### src/rtl/pmc_pm_ctrl_seq.sv
// pmc_pm_ctrl_seq: programmable acquisition sequencer for the pixel-matrix
// control bundle. One frame per start pulse: GATE -> STROBE -> STORE -> SHIFT.
// Optional build macro PMC_PM_CTRL_SEQ_REPEAT_EN adds the cfg_repeat port and
// back-to-back frame repetition with a single done after the last frame.
module pmc_pm_ctrl_seq #(
    parameter int RES_W = 10,
    parameter int CNT_W = 16,
    parameter int DIV_W = 8
) (
    input  logic             clk,
    input  logic             rst,
    input  logic             start,
    input  logic             abort,
    input  logic [RES_W-1:0] cfg_res,
    input  logic [CNT_W-1:0] cfg_gate_len,
    input  logic [CNT_W-1:0] cfg_strb_len,
    input  logic [CNT_W-1:0] cfg_shift_len,
    input  logic [DIV_W-1:0] cfg_clk_div,
    input  logic [1:0]       cfg_sh_sel,
`ifdef PMC_PM_CTRL_SEQ_REPEAT_EN
    input  logic [7:0]       cfg_repeat,
`endif
    output logic             busy,
    output logic             done,
    output logic [RES_W-1:0] res,
    output logic             gate,
    output logic             strobe,
    output logic             store,
    output logic             sh_a,
    output logic             sh_b,
    output logic             clk_sh
);

    typedef enum logic [2:0] {
        IDLE   = 3'd0,
        GATE   = 3'd1,
        STROBE = 3'd2,
        STORE  = 3'd3,
        SHIFT  = 3'd4,
        DONE   = 3'd5
    } state_t;

    localparam logic [CNT_W-1:0] CNT_ONE = CNT_W'(1);
    localparam logic [DIV_W-1:0] DIV_ONE = DIV_W'(1);

    state_t           state;
    logic [CNT_W-1:0] cnt;
    logic [CNT_W-1:0] pulse_cnt;
    logic [DIV_W-1:0] div_cnt;

    // Shadow copies of the frame configuration, frozen at start
    logic [CNT_W-1:0] gate_len_q;
    logic [CNT_W-1:0] strb_len_q;
    logic [CNT_W-1:0] shift_len_q;
    logic [DIV_W-1:0] clk_div_q;
    logic [1:0]       sh_sel_q;
    logic [7:0]       rep_cnt;

    logic [7:0]       repeat_in;
    logic             more_frames;

    // Counters hold "cycles remaining after this one", so a length L loads L-1;
    // a zero length behaves like a length of one.
    function automatic logic [CNT_W-1:0] len_m1(input logic [CNT_W-1:0] len);
        return (len == '0) ? '0 : (len - CNT_ONE);
    endfunction

`ifdef PMC_PM_CTRL_SEQ_REPEAT_EN
    assign repeat_in = cfg_repeat;
`else
    assign repeat_in = 8'd0;
`endif

    // Another frame follows while the repeat counter is still non-zero
    assign more_frames = (rep_cnt != 8'd0);

    // Frame sequencer: state, counters, shadow config and all registered outputs
    always_ff @(posedge clk or posedge rst) begin
        if (rst) begin
            state       <= IDLE;
            cnt         <= '0;
            pulse_cnt   <= '0;
            div_cnt     <= '0;
            gate_len_q  <= '0;
            strb_len_q  <= '0;
            shift_len_q <= '0;
            clk_div_q   <= '0;
            sh_sel_q    <= '0;
            rep_cnt     <= '0;
            busy        <= 1'b0;
            done        <= 1'b0;
            res         <= '0;
            gate        <= 1'b0;
            strobe      <= 1'b0;
            store       <= 1'b0;
            sh_a        <= 1'b0;
            sh_b        <= 1'b0;
            clk_sh      <= 1'b0;
        end else if (abort && (state != IDLE)) begin
            state   <= IDLE;
            rep_cnt <= '0;
            busy    <= 1'b0;
            done    <= 1'b0;
            gate    <= 1'b0;
            strobe  <= 1'b0;
            store   <= 1'b0;
            sh_a    <= 1'b0;
            sh_b    <= 1'b0;
            clk_sh  <= 1'b0;
        end else begin
            case (state)
                IDLE: begin
                    done <= 1'b0;
                    if (start && !abort) begin
                        gate_len_q  <= cfg_gate_len;
                        strb_len_q  <= cfg_strb_len;
                        shift_len_q <= cfg_shift_len;
                        clk_div_q   <= cfg_clk_div;
                        sh_sel_q    <= cfg_sh_sel;
                        rep_cnt     <= repeat_in;
                        res         <= cfg_res;
                        cnt         <= len_m1(cfg_gate_len);
                        state       <= GATE;
                        gate        <= 1'b1;
                        busy        <= 1'b1;
                    end
                end
                GATE: begin
                    if (cnt != '0) begin
                        cnt <= cnt - CNT_ONE;
                    end else begin
                        gate <= 1'b0;
                        if (strb_len_q != '0) begin
                            state  <= STROBE;
                            strobe <= 1'b1;
                            cnt    <= len_m1(strb_len_q);
                        end else begin
                            state <= STORE;
                            store <= 1'b1;
                        end
                    end
                end
                STROBE: begin
                    if (cnt != '0) begin
                        cnt <= cnt - CNT_ONE;
                    end else begin
                        strobe <= 1'b0;
                        state  <= STORE;
                        store  <= 1'b1;
                    end
                end
                STORE: begin
                    store <= 1'b0;
                    if (shift_len_q != '0) begin
                        state     <= SHIFT;
                        sh_a      <= sh_sel_q[1];
                        sh_b      <= sh_sel_q[0];
                        clk_sh    <= 1'b1;
                        div_cnt   <= clk_div_q;
                        pulse_cnt <= len_m1(shift_len_q);
                    end else if (more_frames) begin
                        state   <= GATE;
                        gate    <= 1'b1;
                        cnt     <= len_m1(gate_len_q);
                        rep_cnt <= rep_cnt - 8'd1;
                    end else begin
                        state <= DONE;
                        done  <= 1'b1;
                    end
                end
                SHIFT: begin
                    if (div_cnt != '0) begin
                        div_cnt <= div_cnt - DIV_ONE;
                    end else begin
                        div_cnt <= clk_div_q;
                        if (clk_sh) begin
                            clk_sh <= 1'b0;
                        end else if (pulse_cnt != '0) begin
                            clk_sh    <= 1'b1;
                            pulse_cnt <= pulse_cnt - CNT_ONE;
                        end else begin
                            sh_a <= 1'b0;
                            sh_b <= 1'b0;
                            if (more_frames) begin
                                state   <= GATE;
                                gate    <= 1'b1;
                                cnt     <= len_m1(gate_len_q);
                                rep_cnt <= rep_cnt - 8'd1;
                            end else begin
                                state <= DONE;
                                done  <= 1'b1;
                            end
                        end
                    end
                end
                DONE: begin
                    done  <= 1'b0;
                    busy  <= 1'b0;
                    state <= IDLE;
                end
                default: begin
                    state  <= IDLE;
                    busy   <= 1'b0;
                    done   <= 1'b0;
                    gate   <= 1'b0;
                    strobe <= 1'b0;
                    store  <= 1'b0;
                    sh_a   <= 1'b0;
                    sh_b   <= 1'b0;
                    clk_sh <= 1'b0;
                end
            endcase
        end
    end

endmodule

### config.mk
export PLATFORM = sky130hd
export DESIGN_NAME = pmc_pm_ctrl_seq
export DESIGN_NICKNAME = d
export VERILOG_FILES = /design/src/rtl/pmc_pm_ctrl_seq.sv
export SDC_FILE = /design/constraint.sdc
export NUM_CORES = 1
export LEC_CHECK = 0
export ABC_AREA = 1
export ABC_CLOCK_PERIOD_IN_PS = 4550
export BUFFER_PORTS_ARGS = -buffer_cell sky130_fd_sc_hd__buf_4
export CORE_UTILIZATION = 58
export CTS_CLUSTER_DIAMETER = 60
export DETAILED_ROUTE_END_ITERATION = 12
export PLACE_DENSITY = 0.89
export RECOVER_POWER = 100
export SLEW_MARGIN = 10
export SYNTH_ARGS = -nofsm -noshare
export SYNTH_HDL_FRONTEND = slang
export SYNTH_SLANG_ARGS = --single-unit
### constraint.sdc
create_clock -name clk -period 4.55 [get_ports clk]
set_input_delay 0.2275 -clock clk [delete_from_list [all_inputs] [get_ports clk]]
set_output_delay 0.2275 -clock clk [all_outputs]
set_load 0.02 [all_outputs]
==> impl_metrics.csv <==
group,metric,value,unit
critical_path,crit_arrival,3.87,ns
clock_tree,cts_sinks,127,
routing,via_per_inst,5.53,
timing,worst_pin_slew,2.23,ns
timing,fmax,279,MHz
finish,fin_util,68.3,%
clock_tree,cts-root-buf,"clkbuf_16",
timing,timing.final.ws_setup,0.969,ns
critical_path,cp_max_fo,16,
timing,period_needed,3.58,ns
timing,skew,0.00691,ns
critical_path,reg2reg_slack,0.97,ns
clock_tree,cts.reportedPaths.clkPinSlew,0.06,ns
timing,holdWs,0.0493,ns
grt,grt_first_pass_wirelength,36.8,mm
place,dpl_cell_area,9410,µm²
critical_path,setup.worst_path.class,"register to register",
critical_path,reg2regPathDepth,10,
clock_tree,clk_latency,0.41,ns
routing,num_vias,8697,
place,pre_cts_slack,1.67,ns
grt,grt_pass1_vias,7962,
finish,design_area,9920,µm²
place,dp_cells,1540,
finish,syn_to_final_growth,14.8,%
power_and_ir_drop,ir_drop,0.000397,V
place,gp_congestion,0.940,
clock_tree,cts_setup_buffers,0,
finish,area.sequential,3180,µm²
finish,layout-drive-gt1-share,9.94,%
place,io_buffers,89,
timing,slew_viol_final,50,
critical_path,crit_required,4.84,ns
floorplanning,die_x,124,µm
clock_tree,cts_tree,"yes",
grt,antenna_found_initial,0,
timing,setup_viol,0,
power_and_ir_drop,p_leak,5.03,nW
routing,wirelength,22.8,mm
place,hpwl,16.6,mm
finish,post_layout_nonfiller_instances,1572,
critical_path,cp-end-kind,"register",
floorplanning,ios,90,
timing,tns,0,ns
routing,drt-initial-drc-count,928,
critical_path,start_kind,"register",
critical_path,r2r-end,"cnt[15]",
floorplanning,dieArea,15400,µm²
floorplanning,rows,44,
yosys,ys_warn_count,0,
yosys,synthCells,1293,
finish,finalNetCount,1461,
timing,finalHoldViolations,0,
grt,grt_max_degree,120,
finish,n_antenna_cell,0,
critical_path,worstReg2RegStart,"state[1]",
yosys,netlist_area,8650,µm²
timing,relSlewSlack,-49.7,%
routing,ant_nets,0,
power_and_ir_drop,finalPower,7.18,mW
yosys,synth_nets,1378,
clock_tree,numCtsBuffers,17,
min_path,holdPathStages,3,
floorplanning,start_util,59.5,%
clock_tree,cts_buffer_depth,2,
grt,grt.total_usage,31.1,%
yosys,ys_ff_latch,127,
floorplanning,die_y,124,µm
run_status,outcome,"finished, violations left",
timing,finalCritPeriodShare,78.7,%
min_path,min_to,"shift_len_q[15]",
routing,dr.pass1.iters,8,
floorplanning,fp.coreArea,14500,µm²
power_and_ir_drop,power-per-cell-area,724,nW/µm²
clock_tree,htreeDepth,4,
min_path,hold_path_class,"input pin to register",
yosys,yosysUniqueCellTypes,37,
flow_run,drv_cap,1,
yosys,avgSynthCellArea,6.69,µm²
routing,drc,0,
finish,multi_input_area,4600,µm²
timing,rsz0062_at_grt,"false",
min_path,min_from,"cfg_shift_len[15]",
routing,wire_per_inst,14.5,µm
grt,grt_overflow_total,0,
finish,fill_cells,1248,
yosys,seq_area_frac_synth,36.8,%
run_status,violations,"max-capacitance violations, max-slew violations",
==> routing by layer <==
| metal | track usage [%] | vias to the layer above | wire (µm) |
|---|---|---|---|
| met1 | 38.6 | 3994 | 9710 |
| met3 | 6.87 | 50 | 1720 |
| met2 | 53.2 | 408 | 10900 |
| met4 | 10.4 | 0 | 484 |
| li1 | - | 4245 | - |
| met5 | 0 | - | 0 |
==> cells in the mapped netlist (all sizes together) <==
| master | n | area share [%] |
|---|---|---|
| a21oi | 39 | 3.3 |
| a31oi | 2 | 0.14 |
| and2 | 1 | 0.072 |
| buf | 22 | 1.8 |
| clkbuf | 7 | 0.30 |
| clkinv | 1 | 0.043 |
| dfrtp | 127 | 37 |
| ha | 13 | 1.9 |
| inv | 172 | 7.5 |
| nand2 | 364 | 16 |
| nand3 | 108 | 6.4 |
| nand3b | 9 | 0.78 |
| nand4 | 16 | 1.2 |
| nor2 | 206 | 9.2 |
| nor3 | 14 | 0.81 |
| nor3b | 1 | 0.087 |
| nor4 | 1 | 0.072 |
| o211ai | 2 | 0.17 |
| o21a | 1 | 0.10 |
| o21ai | 123 | 7.1 |
| o21bai | 4 | 0.35 |
| o22ai | 3 | 0.22 |
| or2 | 3 | 0.22 |
| xnor2 | 12 | 1.2 |
| xor2 | 42 | 4.3 |
==> registers in the layout, indices dropped and copies added (netlist names), 2 cells and up <==
register     flops
div_cnt          8
shift_len_q     16
cnt             16
gate_len_q      16
state            3
rep_cnt          8
pulse_cnt       16
clk_div_q        8
sh_sel_q         2
strb_len_q      16
res             10
==> cells by family (layout without fill, tap and decap cells) <==
family | after synthesis | after routing | synth area share [%]
adder cells (fa/ha/maj) | 13 | 13 | 1.88
AO/OA/AOI/OAI | 174 | 174 | 11.4
AND/OR/NAND/NOR | 723 | 723 | 34.9
flip-flops | 127 | 127 | 36.8
buffers and inverters | 202 | 297 | 9.56
XOR/XNOR | 54 | 54 | 5.47
==> worst max-delay path by stage <==
stage | cells past startpoint | end | from | slack [ns]
final | 10 | cnt[15] | state[1] | 0.97
after global routing | 10 | cnt[14] | state[1] | 0.73
after CTS | 9 | pulse_cnt[9] | state[1] | 1.68
after detailed placement | 9 | pulse_cnt[9] | state[1] | 1.67
after global placement | 9 | pulse_cnt[15] | state[1] | 1.81
after floorplan | 1 | busy | rst | 0.94
==> where the power goes <==
part | internal (mW) | switching, mW
logic | 1.19 | 2.41
clock network | 0.944 | 0.488
registers | 1.67 | 0.482
==> layout make-up <==
type                       instances  area share, %
sequential                       127           32.0
tap                              184           2.32
inverter                         173           6.56
timing repair buffer              93           6.44
clock buffer                      22           4.68
clock inverter                     9           1.60
multi-input combinational        964           46.4
==> critical path, cell delays in order, from the launching register on <==
cell and delay, ns:
dfrtp_1 0.45, nor2_1 0.44, nand2_1 0.40, inv_1 0.48, nand2_1 0.48, nand3_1 0.28, nor2_1 0.13, nand2_1 0.34
inv_2 0.24, o21ai_0 0.13, nand2_1 0.08
==> cells in the final DEF, fill, tap and decap left out, types with 9 or more instances in the layout <==
cell type	n
a21oi_1	18
a21oi_2	21
xor2_1	42
xnor2_1	12
nand3b_1	9
nor3_1	14
nand4_1	16
clkbuf_1	22
ha_1	13
nand3_1	105
clkbuf_16	17
inv_1	167
dfrtp_1	127
nor2_1	204
buf_4	70
o21ai_0	122
nand2_1	361
==> repair_timing <==
item                                   CTS  global route
endpoints found under the hold margin   47             0
hold buffers                             1             0
resized for setup                        0             0
Power figures use the tool's default switching activity.
